`src/rtl/forward_unit.sv`:
```
// forward_unit: EX-stage operand forwarding select and ID hazard stall generator (optional stall_count under FWD_STATS_EN)
module forward_unit #(
    parameter int XLEN    = 32,
    parameter int REGBITS = 5
) (
    input  logic               clk,
    input  logic               reset,
    input  logic               id_valid,
    input  logic [6:0]         id_opcode,
    input  logic [REGBITS-1:0] id_rs1,
    input  logic [REGBITS-1:0] id_rs2,
    input  logic [REGBITS-1:0] id_rd,
    input  logic [XLEN-1:0]    ex_result,
    input  logic [XLEN-1:0]    wb_data,
    output logic               stall,
    output logic [1:0]         need_forward,
    output logic [XLEN-1:0]    forward
`ifdef FWD_STATS_EN
    ,
    output logic [31:0]        stall_count
`endif
);
    localparam logic [6:0] OP_R = 7'b0110011, OP_B = 7'b1100011, OP_I = 7'b0010011, OP_LD = 7'b0000011;
    localparam logic [6:0] OP_S = 7'b0100011, OP_JALR = 7'b1100111, OP_JAL = 7'b1101111;
    localparam logic [6:0] OP_AUIPC = 7'b0010111, OP_LUI = 7'b0110111;
    typedef enum logic [1:0] {RUN, LSTALL, SSTALL} state_t;
    typedef enum logic [1:0] {NONE, S1, S2} src_t;
    state_t state, state_nx;
    src_t fsel, src_a, src_b;
    logic s1_valid, s1_load, s2_valid, s2_load;
    logic [REGBITS-1:0] s1_rd, s2_rd;
    logic use_a, use_b, writer, hit1_a, hit1_b, hit2_a, hit2_b, load_use, split;
    // Decode the ID instruction, match its sources against EX/MEM writers, derive stall and next state
    always_comb begin
        use_a    = id_opcode inside {OP_R, OP_B, OP_I, OP_LD, OP_S, OP_JALR};
        use_b    = id_opcode inside {OP_R, OP_B};
        writer   = id_opcode inside {OP_R, OP_I, OP_LD, OP_JAL, OP_JALR, OP_AUIPC, OP_LUI};
        hit1_a   = id_valid && use_a && id_rs1 != '0 && s1_valid && id_rs1 == s1_rd;
        hit1_b   = id_valid && use_b && id_rs2 != '0 && s1_valid && id_rs2 == s1_rd;
        hit2_a   = id_valid && use_a && id_rs1 != '0 && s2_valid && id_rs1 == s2_rd;
        hit2_b   = id_valid && use_b && id_rs2 != '0 && s2_valid && id_rs2 == s2_rd;
        src_a    = hit1_a ? S1 : hit2_a ? S2 : NONE;
        src_b    = hit1_b ? S1 : hit2_b ? S2 : NONE;
        load_use = s1_load && (hit1_a || hit1_b);
        split    = src_a != NONE && src_b != NONE && src_a != src_b;
        // after a split stall s1 is a bubble so nothing can hazard; after a load stall only a split remains possible
        stall    = state == SSTALL ? 1'b0 : state == LSTALL ? split : (load_use || split);
        state_nx = !stall ? RUN : (state == RUN && load_use) ? LSTALL : SSTALL;
        forward  = fsel == S1 ? ex_result : fsel == S2 ? wb_data : '0;
    end
    // Advance the EX/MEM destination trackers and register the forward selection for the ALU
    always_ff @(posedge clk or posedge reset) begin
        if (reset) begin
            state        <= RUN;
            s1_valid     <= 1'b0;
            s1_load      <= 1'b0;
            s1_rd        <= '0;
            s2_valid     <= 1'b0;
            s2_load      <= 1'b0;
            s2_rd        <= '0;
            need_forward <= 2'b00;
            fsel         <= NONE;
        end else begin
            state        <= state_nx;
            s2_valid     <= s1_valid;
            s2_load      <= s1_load;
            s2_rd        <= s1_rd;
            s1_valid     <= !stall && id_valid && writer && id_rd != '0;
            s1_load      <= !stall && id_opcode == OP_LD;
            s1_rd        <= id_rd;
            need_forward <= stall ? 2'b00 : {src_a != NONE, src_b != NONE};
            fsel         <= stall ? NONE : src_a != NONE ? src_a : src_b;
        end
    end
`ifdef FWD_STATS_EN
    // Count every cycle spent stalling; wraps naturally at 2^32
    always_ff @(posedge clk or posedge reset) begin
        if (reset) stall_count <= '0;
        else if (stall) stall_count <= stall_count + 32'd1;
    end
`endif
endmodule

```
`config.mk`:
```
export PLATFORM = sky130hd
export DESIGN_NAME = forward_unit
export DESIGN_NICKNAME = d
export VERILOG_FILES = /design/src/rtl/forward_unit.sv
export SDC_FILE = /design/constraint.sdc
export NUM_CORES = 1
export LEC_CHECK = 0
export CAP_MARGIN = 20
export CORE_ASPECT_RATIO = 1.25
export CORE_MARGIN = 5
export CORE_UTILIZATION = 35
export CTS_CLUSTER_SIZE = 40
export DETAILED_ROUTE_END_ITERATION = 10
export GPL_TIMING_DRIVEN = 0
export PLACE_DENSITY = 0.91
export SYNTH_ARGS = -nofsm -noshare
export SYNTH_HDL_FRONTEND = slang
export SYNTH_SLANG_ARGS = --single-unit
```
`constraint.sdc`:
```
create_clock -name clk -period 7.5 [get_ports clk]
set_clock_uncertainty 0.15 [all_clocks]
set_input_delay 0.75 -clock clk [delete_from_list [all_inputs] [get_ports clk]]
set_output_delay 0.75 -clock clk [all_outputs]
set_load 0.03 [all_outputs]
```
# Word-level counts from Yosys, hierarchy flattened
# Index checks and enable logic that the tools add are counted.
[word_totals]
regBits = 19
out_inout_bits = 35
input_bits = 89
[classes]
n_eq_ne = 18
mux = 13
reduce_logical = 32
[op_table]
columns = ["cell", "n"]
rows = [
  ["2-to-1 mux 32 bit", 2],
  ["== test 7 x 6 -> 1 bit (second input constant)", 3],
  ["== test 7 bit (second input constant)", 3],
  ["== test 5 bit", 4],
  ["logical AND 1 bit", 20],
  ["2-to-1 mux 2 bit", 9],
  ["nonzero test 5 bit", 3],
  ["== test 7 x 5 -> 1 bit (second input constant)", 2],
  ["== test 7 x 2 -> 1 bit (second input constant)", 1],
  ["nonzero test 7 bit", 1],
  ["nonzero test 2 bit", 3],
  ["nonzero test 6 bit", 1],
  ["== test 2 x 1 -> 1 bit (second input constant)", 2],
  ["== test 2 bit (second input constant)", 2],
  ["logical NOT 2 bit", 1],
  ["logical OR 1 bit", 2],
  ["2-to-1 mux 1 bit", 2],
  ["inequality test 2 bit", 1],
  ["logical NOT 1 bit", 1],
]

# Longest topological paths before layout
# Gate-level depths: netlist of run 1.
[depth]
depth_word = 18
ltp_mapped = 11

# Least setup slack after synthesis of run 1
# Ideal clock, no wire load.
[synth_path]
path_type = "input to output"
startpoint = "in id_opcode[3]"
endpoint = "out stall"
t_arrival_ns = 2.632
stages = 8
path_slack_ns = 3.968
path_cell_list = "nand4b_1 -> or3_1 -> nor2_1 -> inv_1 -> ha_1 -> nand2b_1 -> nor2_1 -> or2_1"
[synth_via]
elab_chain_len = 14
word_cells_on_any_way = 34
[synth_rtl]
columns = ["element", "line_no", "text"]
rows = [
  ["start, declared", "9", "input logic [6:0] id_opcode,"],
  ["== test 7 x 6 -> 1 bit (tied with other cells)", "35, 36", ""],
  ["nonzero test 6 bit or nonzero test 2 bit (tied branches)", "35, 36", ""],
  ["logical AND 1 bit, on equally long branches (2 in a row)", "--", ""],
  ["logical AND 1 bit, on equally long branches (2 in a row)", "40, 41", ""],
  ["2-to-1 mux 2 bit, on equally long branches (2 in a row)", "42, 43", ""],
  ["nonzero test 2 bit", "45", "split = src_a != NONE && src_b != NONE && src_a != src_b;"],
  ["logical AND 1 bit (2 in a row)", "45", ""],
  ["logical OR 1 bit", "47", "stall = state == SSTALL ? 1'b0 : state == LSTALL ? split : (load_use || split);"],
  ["2-to-1 mux 1 bit (*) (2 in a row)", "47", ""],
  ["end, declared", "15", "output logic stall,"],
]
# Mark *: on every way between the ends. The rest lies on a longest branch, timed or not.

# Worst setup path in the final report of run 1
[layout_path]
startpoint = "in id_rs2[2]"
endpoint = "out stall"
[layout_via]
elab_chain_len = 12
word_cells_on_any_way = 19
[layout_rtl]
columns = ["element", "line_no", "text"]
rows = [
  ["start, declared", "11", "input logic [REGBITS-1:0] id_rs2,"],
  ["nonzero test 5 bit", "39, 41", ""],
  ["logical AND 1 bit", "39, 41", ""],
  ["logical AND 1 bit (2 in a row)", "41", "hit2_b = id_valid && use_b && id_rs2 != '0 && s2_valid && id_rs2 == s2_rd;"],
  ["2-to-1 mux 2 bit (2 in a row)", "43", "src_b = hit1_b ? S1 : hit2_b ? S2 : NONE;"],
  ["nonzero test 2 bit", "45", ""],
  ["logical AND 1 bit (2 in a row)", "45", ""],
  ["logical OR 1 bit", "47", ""],
  ["2-to-1 mux 1 bit (*) (2 in a row)", "47", ""],
]
# Marks and branches as above.

==> summary.md, run 1 <==
The run finished with clean final reports. The H-tree depth is 1, and the y dimension of the die is 82.1 um. The tools report the max-slew headroom at the worst pin as 51.1%. The capturing element type of the critical path is a primary output.

In the finished design, the share of the clock period the worst path needs comes to 64.0%. The area growth from synthesis to layout is 92.7%. Worst ir drop on vdd: 129 uV. The static leakage power was 0.00109 uW.

By count the netlist is led by a22o_1, dfrtp_1, xor2_1. Setup violations remaining at the end of the flow were counted as 0. The run gives 1709 as the total number of vias. The slack of the worst reg-to-reg path is 4.74 ns. For this configuration, the core starts out at a cell density of 35.8%. The first-pass GRT wire length is 8.36 mm. Of the synthesized area, sequential elements account for 32.7%. TritonCTS built the clock tree. The worst hold path belongs to the class flip-flop to flip-flop.

The setup path with the least slack is of type input pin to primary output. Synthesis produced a netlist with a net count of 236. The logs give 0 for the total grt overflow and 325 for the instance count after placement with tap cells included. The number of failing hold endpoints at the final stage is 0.

At the later pin of the worst-skew pair, clock insertion delay measures 0.26 ns. The data required time at the worst endpoint is 6.60 ns, and the post-CTS clock slew at the launch and capture registers of the worst setup and hold paths is 0.07 ns. The via density per instance is 5.19. After synthesis, the mean cell area works out to 9.96 um2. The proportion of register bits with asynchronous set or reset after synthesis was 100%. For this run, the leading register cell type out of synthesis is dfrtp_1.

In this run the core area contains 26 standard-cell rows. The run gives 0 as the number of max-cap violations. For this block, the initial DRC count from the detailed router was 85. For the gate count after technology mapping, the log shows 146. Kind of launch point of the worst setup path: an input pin. The number of warning messages in the yosys log is 0.

Setup repair after global routing left no endpoint under its margin. The number of antenna diodes in the final layout is 0. During I/O placement, the number of pins put on the boundary was 124.

For the final max-slew violation count, the log shows 0. Among all cell types in the netlist, the one instantiated most often is a22o_1. Final layout net count: 364.

The DRC violation count after routing is 0, and the number of buffers added by the clock tree synthesis step is 3. The fraction of post-synthesis cell area in the top cell type by area is 32.7%, and the power per cell area is 88.8 nW/um2. Final critical delay including setup and external delays: 4.80 ns. CTS sink count: 19. For the distinct cell type count after synthesis, the log shows 38.

The post-synthesis sequential element count is 19. The run gives 0 as the remaining number of nets flagged by the antenna check after routing. The logs give 0 for the number of resized instances in the post-cts repair step and 20 for the pin count of the biggest net entering global routing. The number of buffer cells added on primary ports is 123. Across every metal layer, demand over resource in global routing totals 20.2%. Detailed placement ended at an HPWL of 5.03 mm. Before antenna repair, the detailed router went through 4 iterations. The logs give 0 for the cts-stage hold buffer count and 4070 um2 for the area of the placeable core.

Excluding fillers, the count of instances in the completed layout stands at 329. At the end of routability-driven placement, the weighted congestion stood at 0.869. After filler insertion, the fill cell instance count of the layout stands at 322. In this run the cell area of the synthesized design comes to 1450 um2. The die covers 5550 um2.

No sink is reached through more buffers than the 2 on the longest clock path. Post-CTS setup repair buffer count: 0. The die outline width was 67.6 um; the number of antenna violations at the first check in global routing was 0. The slew at the pin closest to its max-slew limit is 0.732 ns, and the number of flops mapped to enable cells by yosys is 0. The top achievable clock speed was 0.208 GHz; the proportion of layout cells with a drive suffix above 1 was 5.13%. Sorting the synthesized cells by area gives the leading types as dfrtp_1, a22o_1, xor2_1, xnor2_1, nor4_2. Summed over all failing endpoints, the final setup total negative slack is 0 ns.

The run gives 5.84 mm as the total detailed-routing wirelength. For this run, the share of the core covered by cells in the final layout is 68.9%. Of all nets on the critical path, the largest fanout is 7. The top cell type by total area after synthesis was dfrtp_1. At the worst endpoint, the arrival time is 3.90 ns.

Dividing the detail-routed wire length by the instance count gives 17.7 um. The buffer cell driving the clock tree root was clkbuf_8. The number of global-route vias before repair was 1715.
==> critical path, cell delays in order <==
cell             delay [ns]
clkdlybuf4s50_1        0.47
xor2_1                 0.17
nor4_2                 0.32
nand3_2                0.21
or2_1                  0.28
ha_1                   0.21
nand2b_1               0.16
nor2_1                 0.47
or2_1                  0.19
clkdlybuf4s50_1        0.67
==> layout by cell type, fill, tap and decap left out, drive strengths merged <==
cell type / count
clkdlybuf4s50: 123
a22o: 32
dfrtp: 19
xor2: 17
clkbuf: 11
nor2: 6
xnor2: 6
nor4: 6
a21oi: 5
inv: 5
nor3: 5
nand3: 4
and3: 4
nor2b: 3
or4: 3
or2: 2
o21a: 2
a31oi: 2
nor4b: 2
o21ai: 2
nand4b: 1
or3: 1
nand2b: 1
a221oi: 1
o211a: 1
o221ai: 1
and4b: 1
and4bb: 1
o21ba: 1
nand4: 1
o21bai: 1
nand2: 1
ha: 1
clkinv: 1
==> report_power, final <==
group	total, uW	internal [uW]	switching, uW
sequential	108	105	2.83
combinational	68.8	47.9	20.9
clock	71.8	37.0	34.9
total	249	190	58.6
==> layout make-up <==
type / count / area [um2] / share of cell area, %
buffer: 8 / 30.0 / 1.07
clock buffer: 3 / 41.3 / 1.47
clock inverter: 1 / 5.00 / 0.179
inverter: 5 / 18.8 / 0.670
multi-input combinational: 114 / 930 / 33.2
sequential: 19 / 475 / 17.0
tap: 56 / 70.1 / 2.50
timing repair buffer: 123 / 1230 / 43.9
==> routing by layer <==
metal  track usage, %  vias up  part of all wire (%)
met5                0        -                     0
li1                 -      816                     -
met1             20.7      793                    34
met4             5.48        0                  0.87
met3             9.85        5                    16
met2             36.0       95                    49
==> flip-flops by register name (all words and copies together) (netlist names) <==
register / cells
fsel: 2
s2_valid: 1
need_forward: 2
s2_rd: 5
s1_rd: 5
s1_load: 1
state: 2
s1_valid: 1
==> per-stage QoR <==
stage / hold slack, ns / setup slack (ns) / total power, uW / area [um2]
3_5_place_dp: 0.273 / 2.72 / 179 / 2760
3_3_place_gp: 0.268 / 2.75 / 178 / 2760
4_1_cts: 0.289 / 2.71 / 250 / 2800
2_1_floorplan: 0.252 / 3.97 / 125 / 1450
6_report: 0.286 / 2.70 / 249 / 2800
5_1_grt: 0.296 / 2.52 / 258 / 2800
==> logic make-up after synthesis <==
| logic type | synth area share [%] |
|---|---|
| flip-flops | 32.7 |
| AND/OR/NAND/NOR | 21.3 |
| XOR/XNOR | 13.9 |
| adder cells (fa/ha/maj) | 0.860 |
| buffers and inverters | 3.36 |
| AO/OA/AOI/OAI | 27.9 |
==> path summary, 6_finish.rpt <==
path	from	to	depth (start not counted)
setup / recovery	id_rs2[2]	stall	10
setup reg to reg	s1_rd[2]	need_forward[0]	9
max in group asynchronous	reset	s2_rd[1]	2
min in group asynchronous	reset	s2_rd[4]	2
hold reg to reg	s1_rd[2]	s2_rd[2]	0
hold / removal	s1_rd[2]	s2_rd[2]	0
No activity file was read; power rests on OpenSTA's default activity.
==> run 2: changes to the inputs <==
Settings changed: CORE_UTILIZATION 35 to 29, PLACE_DENSITY 0.91 to 0.81.
Clock period 7.5 ns to 4.1 ns, I/O delays scaled along.
==> run 2 against run 1 <==
- global-route usage fell by 5.0 points
- clock power rose by 81%
- routed wire length fell by 10%
- critical path type unchanged
- critical endpoint unchanged
- largest power group unchanged
==> summary.md, run 2 (synthesis results as in run 1) <==
The largest fanout on the critical path came out at 6. The number of failing hold endpoints at the final stage was 0; the static leakage power was 0.00109 uW. The die is 73.3 um wide. Setup repair after global routing left no endpoint under its margin.

The CTS sink count was 19. Dividing total power by cell area gives a power density of 161 nW/um2. For hold timing, the worst endpoint is s2_rd[2]. In the final layout, the share of cells above drive strength 1 is 5.49%. Once the floorplan was initialized, standard cells occupied 30.3% of the core. The wire length per cell is 15.8 um.

The number of global-route vias before repair was 1633. Leaving out fill and tap cells, the most frequent cell in the layout is clkdlybuf4s50_1. The library cell contributing the largest single delay on the critical path was clkdlybuf4s50_1. VDD sags by at most 179 uV. For the number of primary I/O pins, the log shows 124. Power comes to 453 uW. The post-CTS clock slew at the launch and capture registers of the worst setup and hold paths came out at 0.07 ns. The tree is rooted in a clkbuf_8. Share of the cycle needed by the critical path after routing: 94.3%.

Along the worst hold path, the cell count comes to 0. The final antenna diode count was 0. The number of antenna violations at the first check in global routing was 0; the y dimension of the die was 89.2 um.

The run gives 0 as the final setup violation count. The number of clock buffers added by TritonCTS is 3. Final max-slew violation count: 0. The tools report the slack of the worst reg-to-reg path as 1.60 ns.

The multi-input combinational cell area was 937 um2; the via density per instance was 5.02. The peak per-stage delay on the critical path was 0.59 ns; the DRC violation count after routing was 0. TritonCTS built the clock tree.

The worst hold path begins at s1_rd[2]. The top achievable clock speed was 0.259 GHz; the global placement routability congestion was 0.818. The clock passes through at most 2 buffers.

The core region is 4800 um2. The worst pin sits at a relative slew slack of 52.3%. Walking the worst path, the cells encountered are clkdlybuf4s50_1 > xnor2_1 > nor4b_4 > o21ai_2 > or2_1 > ha_1 > o211a_4 > or2_1 > clkdlybuf4s50_1.

Detailed-routing iteration count for the pre-antenna-repair pass: 4. For the area enclosed by the die boundary, the log shows 6540 um2. The worst setup path is captured at a primary output. For the worst setup path, the data arrival time is 3.30 ns.

In the final layout, flip-flops and latches occupy 475 um2. After filler insertion, the fill cell instance count of the layout stands at 428. Compared with the post-synthesis result, the final layout area differs by 93.5%. The number of buffer cells added on primary ports was 123. STA puts the critical path data required time at 3.54 ns. The H-tree depth is 1. The first global-routing pass estimated 7.85 mm of wire.

Global routing consumed, over all layers together, 15.2% of the routing resources. The flow ran to the end, and the final reports show no timing, DRC or antenna violations. In this run the worst hold path is classified as flip-flop to flip-flop. The endpoint identified for the worst register-to-register timing path is s1_valid. For this run, the post-layout net count is 364. The tools report the startpoint of the worst-slack reg-to-reg timing path as s1_rd[2]. For this block, the routed nets add up to 5.26 mm of wire.

At the pin with the least slew margin, the transition time is 0.715 ns. The largest registers in the layout are s1_rd: 5 flops, s2_rd: 5 flops. The detailed router finished its first iteration with 40 violations. The run gives 0 as the number of max-cap violations. The tools report the post-detailed-placement cell area as 2760 um2. The worst slack at placement was -0.00637 ns; the final critical delay including setup and external delays was 3.86 ns. Counting cells, the worst reg-to-reg path comes to 7. The logs give 0.25 ns for the source-to-sink clock delay at the later pin of the worst-skew pair and 1671 for the total number of vias. Summed over all layers, the global routing overflow is 0.

The HPWL reported at the end of detailed placement was 4.54 mm. The cell row count was 28. The worst setup path is launched from an input pin. The critical setup path kind was input pin to primary output. The least setup slack across all paths after layout came out at 0.236 ns. Entering global routing, the biggest net connects 20 pins. Buffers added to address setup during post-CTS repair amount to 0.

The detail route stage leaves a number of antenna-violating nets equal to 0. The finished cells cover 2810 um2. The top cell types in the final layout, fill and taps aside, are clkdlybuf4s50_1, a22o_1, dfrtp_1, xor2_1, clkbuf_1. Hold repair after CTS inserted 0 buffers.
[run 2: changes by cell type in the layout (fill, tap and decap cells not counted)]
cell | previous run | this run
nor2_4 | 0 | 1
nor2_1 | 6 | 5
[run 2: report_power, final]
group	total, uW	internal (uW)	leakage (uW)	switching [uW]
Sequential	199	193	0.000242	5.75
Combinational	124	87.6	0.000824	36.8
Clock	130	67.6	0.0000255	62.1
[run 2: timing repair]
action | CTS | global route
endpoints found under the setup margin | 1 | 1
resized for setup | 1 | 1
pin swaps | 0 | 0
endpoints found under the hold margin | 0 | 0
[run 2: layer usage]
layer	part of all wire (%)	up-vias	GRT usage (%)	routed length [um]
met5	0	-	0	0
met4	0.51	0	2.97	27
met3	13	4	4.50	706
met2	52	86	28.7	2710
met1	34	765	16.7	1810
li1	-	816	-	-
[run 2: area by class of cell]
type                       count  share of cell area [%]
buffer                         8                    1.07
clock buffer                   3                    1.47
clock inverter                 1                   0.178
inverter                       5                   0.667
multi-input combinational    114                    33.3
sequential                    19                    16.9
tap                           60                    2.67
timing repair buffer         123                    43.8
[run 2: through the flow]
step                      cells  hold slack [ns]  utilization [%]   TNS, ns
after floorplan             146            0.211                -         0
after global placement      329            0.278             57.5         0
after detailed placement    329            0.281             57.5  -0.00637
after CTS                   333            0.298             58.5         0
after global routing        333            0.305             58.6         0
final                       333            0.292             58.6         0
[run 2: worst max path at each step]
stage / start / to / cells after the start
6_report: id_opcode[6] / stall / 9
5_1_grt: id_opcode[3] / stall / 10
4_1_cts: id_opcode[3] / stall / 10
3_5_place_dp: id_rs2[2] / stall / 10
3_3_place_gp: id_rs2[2] / stall / 10
2_1_floorplan: s1_rd[2] / stall / 8
[run 2: worst max-delay path, delay by kind of cell]
kind	cells	cell delay [ns]
and+or+nand+nor	3	0.81
buffers and inverters	2	1.17
AOI/OAI and AO/OA	2	0.42
adders and majority gates	1	0.34
xor gates and xnor gates	1	0.14
==> run 3: changes to the inputs <==
Clock period 4.1 ns to 3.2 ns, I/O delays scaled along.
==> run 3 against run 2 <==
- critical path depth is the same
- count of clock-buffer cells in the layout is the same
- sequential power grew 28%
- worst setup slack lost 0.15 ns
- combinational power grew 29%
- highest routed layer unchanged
- design area grew 4.6%
- via count grew 4.0%
- routed wire length grew 4.4%
- worst hold slack lost 0.076 ns
- flip-flop and latch count is the same
==> summary.md, run 3 (synthesis results as in run 1) <==
In this run the most critical hold path is launched from id_opcode[0]. In the final timing run, aggregate negative setup slack is 0 ns. The worst hold path belongs to the class input pin to flip-flop.

The critical path crosses 9 cells after its start point. The top achievable clock speed was 0.322 GHz; the final antenna diode count was 0. Startpoint of the worst-slack reg-to-reg timing path: s1_rd[2]. The iteration-0 DRC count of the detailed router is 35.

The largest registers in the layout are s1_rd: 5 flops, s2_rd: 5 flops. The die outline width is 73.3 um. The most common cell after layout, fill and taps aside was clkdlybuf4s50_1.

For this run, the total global-route usage over all layers was measured as 15.3%. The post-CTS clock slew at the launch and capture registers of the worst setup and hold paths came out at 0.07 ns. The first global-routing pass estimated 7.88 mm of wire. Across the run, the number of max-cap violations was 0. From synthesis to final layout, the design area changed by 102%.

The tools report the number of failing hold endpoints at the final stage as 0. The number of instances on the worst hold path is 3, and the CTS sink count is 19. For this block, the routed nets add up to 5.49 mm of wire. Peak per-stage delay on the critical path: 0.46 ns. The via density per instance was 5.02. The flow ran to the end, and the final reports show no timing, DRC or antenna violations. The largest fanout on the critical path was 6; the total number of vias was 1738.

The post-route cell area was 2940 um2; the detailed-routing iteration count for the pre-antenna-repair pass was 4. The H-tree depth was 1; the number of buffers added by the clock tree synthesis step was 3. In this run the standard cell core region covers 4800 um2. Pin count of the biggest net entering global routing: 20.

The top cell types in the final layout, fill and taps aside, are clkdlybuf4s50_1, a22o_1, dfrtp_1, xor2_1, buf_4. Grouping stages by cell kind, the critical path spends the most delay in simple AND/OR/NAND/NOR gates. Cells with a size suffix above 1 make up 11.9% of the layout.

The starting density of the core was 30.3%. STA classifies the critical path endpoint as a primary output. The number of primary I/O pins is 124. The number of buffers and inverters on the critical path is 2. Number of fillers in the final layout: 420.

Once detail routing completed, the nets flagged for antenna violations numbered 0. STA classifies the critical path startpoint as an input pin. The cell sitting at the root of the clock tree is a clkbuf_8. TritonCTS built the clock tree. The run gives 0 as the number of antenna violations at the first check in global routing. The tools report the tightest hold margin as 0.216 ns. Summed over all cells, the static leakage comes to 0.00119 uW. The maximum clock insertion buffer count is 2. The signal on the critical path passes through clkdlybuf4s50_1 > xor2_1 > nor4_2 > nand3_2 > or2_4 > ha_4 > o211a_4 > or2_1 > buf_6. The final layout contains 377 nets.

Routability-driven placement finished with a final weighted congestion of 0.818. The data arrival at the endpoint of the critical path was 2.64 ns. Slew at the pin closest to its max-slew limit: 0.720 ns. The floorplan has 28 rows.

Of the available clock period, the critical path in the final layout requires 97.2%. For the post-detailed-placement cell area, the log shows 2760 um2. At the worst endpoint, the required time is 2.73 ns. Source-to-sink clock delay at the later pin of the worst-skew pair: 0.26 ns. The area enclosed by the die boundary was 6540 um2; the number of global-route vias before repair was 1636. The total overflow left after global routing is 0. For the HPWL reported at the end of detailed placement, the log shows 4.54 mm. In the routed design, unresolved DRC markers number 0. The wire length per cell is 15.9 um.

The clock period could shrink to 3.11 ns. The share of the core filled with cells was 61.3%. Setup violations remaining at the end of the flow were counted as 0.

The slowest stage of the critical path is the clkdlybuf4s50_1 cell. The critical path is of the input pin to primary output type. Number of buffer cells added on primary ports: 123. The worst-case IR drop observed on VDD is 228 uV. The endpoint of the most critical register-to-register path is fsel[1].

The final max-slew violation count was 0. For the worst flop-to-flop path, the logic depth is 8. Measured against its own limit, the worst slew margin works out to 52.0%.

The slack of the worst reg-to-reg path is 0.74 ns, and the power per cell area is 198 nW/um2. The floorplan step set the die height to 89.2 um. The tools report the capture endpoint of the worst hold path as s1_load.
[run 3: what timing repair did]
action	CTS	global route
endpoints found under the setup margin	1	1
buffers inserted	2	11
resized for setup	10	9
pin swaps	1	9
hold buffers	0	0
[run 3: cell type report]
type / instances / area, um2 / share of cell area [%]
Buffer: 8 / 30.0 / 1.02
Clock buffer: 3 / 41.3 / 1.40
Clock inverter: 1 / 5.00 / 0.170
Timing Repair Buffer: 136 / 1340 / 45.4
Multi-Input combinational cell: 114 / 962 / 32.7
Tap cell: 60 / 75.1 / 2.55
Inverter: 5 / 18.8 / 0.637
Sequential cell: 19 / 475 / 16.1
[run 3: metrics by stage]
step | std cells | setup slack, ns | power (uW)
floorplan | 146 | 0.433 | 293
global placement | 329 | -0.687 | 415
detailed placement | 329 | -0.726 | 419
CTS | 335 | 0.00406 | 588
global route | 346 | -0.0272 | 609
finish | 346 | 0.0903 | 582
[run 3: worst max-delay path by stage]
stage	start	to	slack (ns)
floorplan	s1_rd[2]	stall	0.43
global route	id_rs1[2]	stall	-0.03
CTS	id_rs1[1]	stall	0.004
global placement	id_rs2[2]	stall	-0.69
finish	id_rs2[2]	stall	0.09
detailed placement	id_rs2[2]	stall	-0.73
[run 3: where the power goes]
group / internal (uW) / leakage (uW) / switching (uW)
Sequential: 247 / 0.000242 / 7.51
Clock: 86.6 / 0.0000255 / 81.3
Combinational: 112 / 0.000925 / 47.7
Total: 446 / 0.00119 / 137
[run 3: worst register-to-register path: cells and delay by family, from the launching register on]
kind | cells | cell delay [ns]
and+or+nand+nor | 4 | 0.99
adders and majority gates | 1 | 0.25
DFF | 1 | 0.41
AOI/OAI and AO/OA | 1 | 0.25
buffers and inverters | 1 | 0.15
xor gates and xnor gates | 1 | 0.18
[run 3: metal layers]
layer	routed length, um	share of wire, %	track usage (%)	vias up
met3	741	14	4.50	7
met1	1860	34	16.9	798
met5	0	0	0	-
met2	2840	52	28.8	94
li1	-	-	-	839
met4	46	0.84	2.97	0
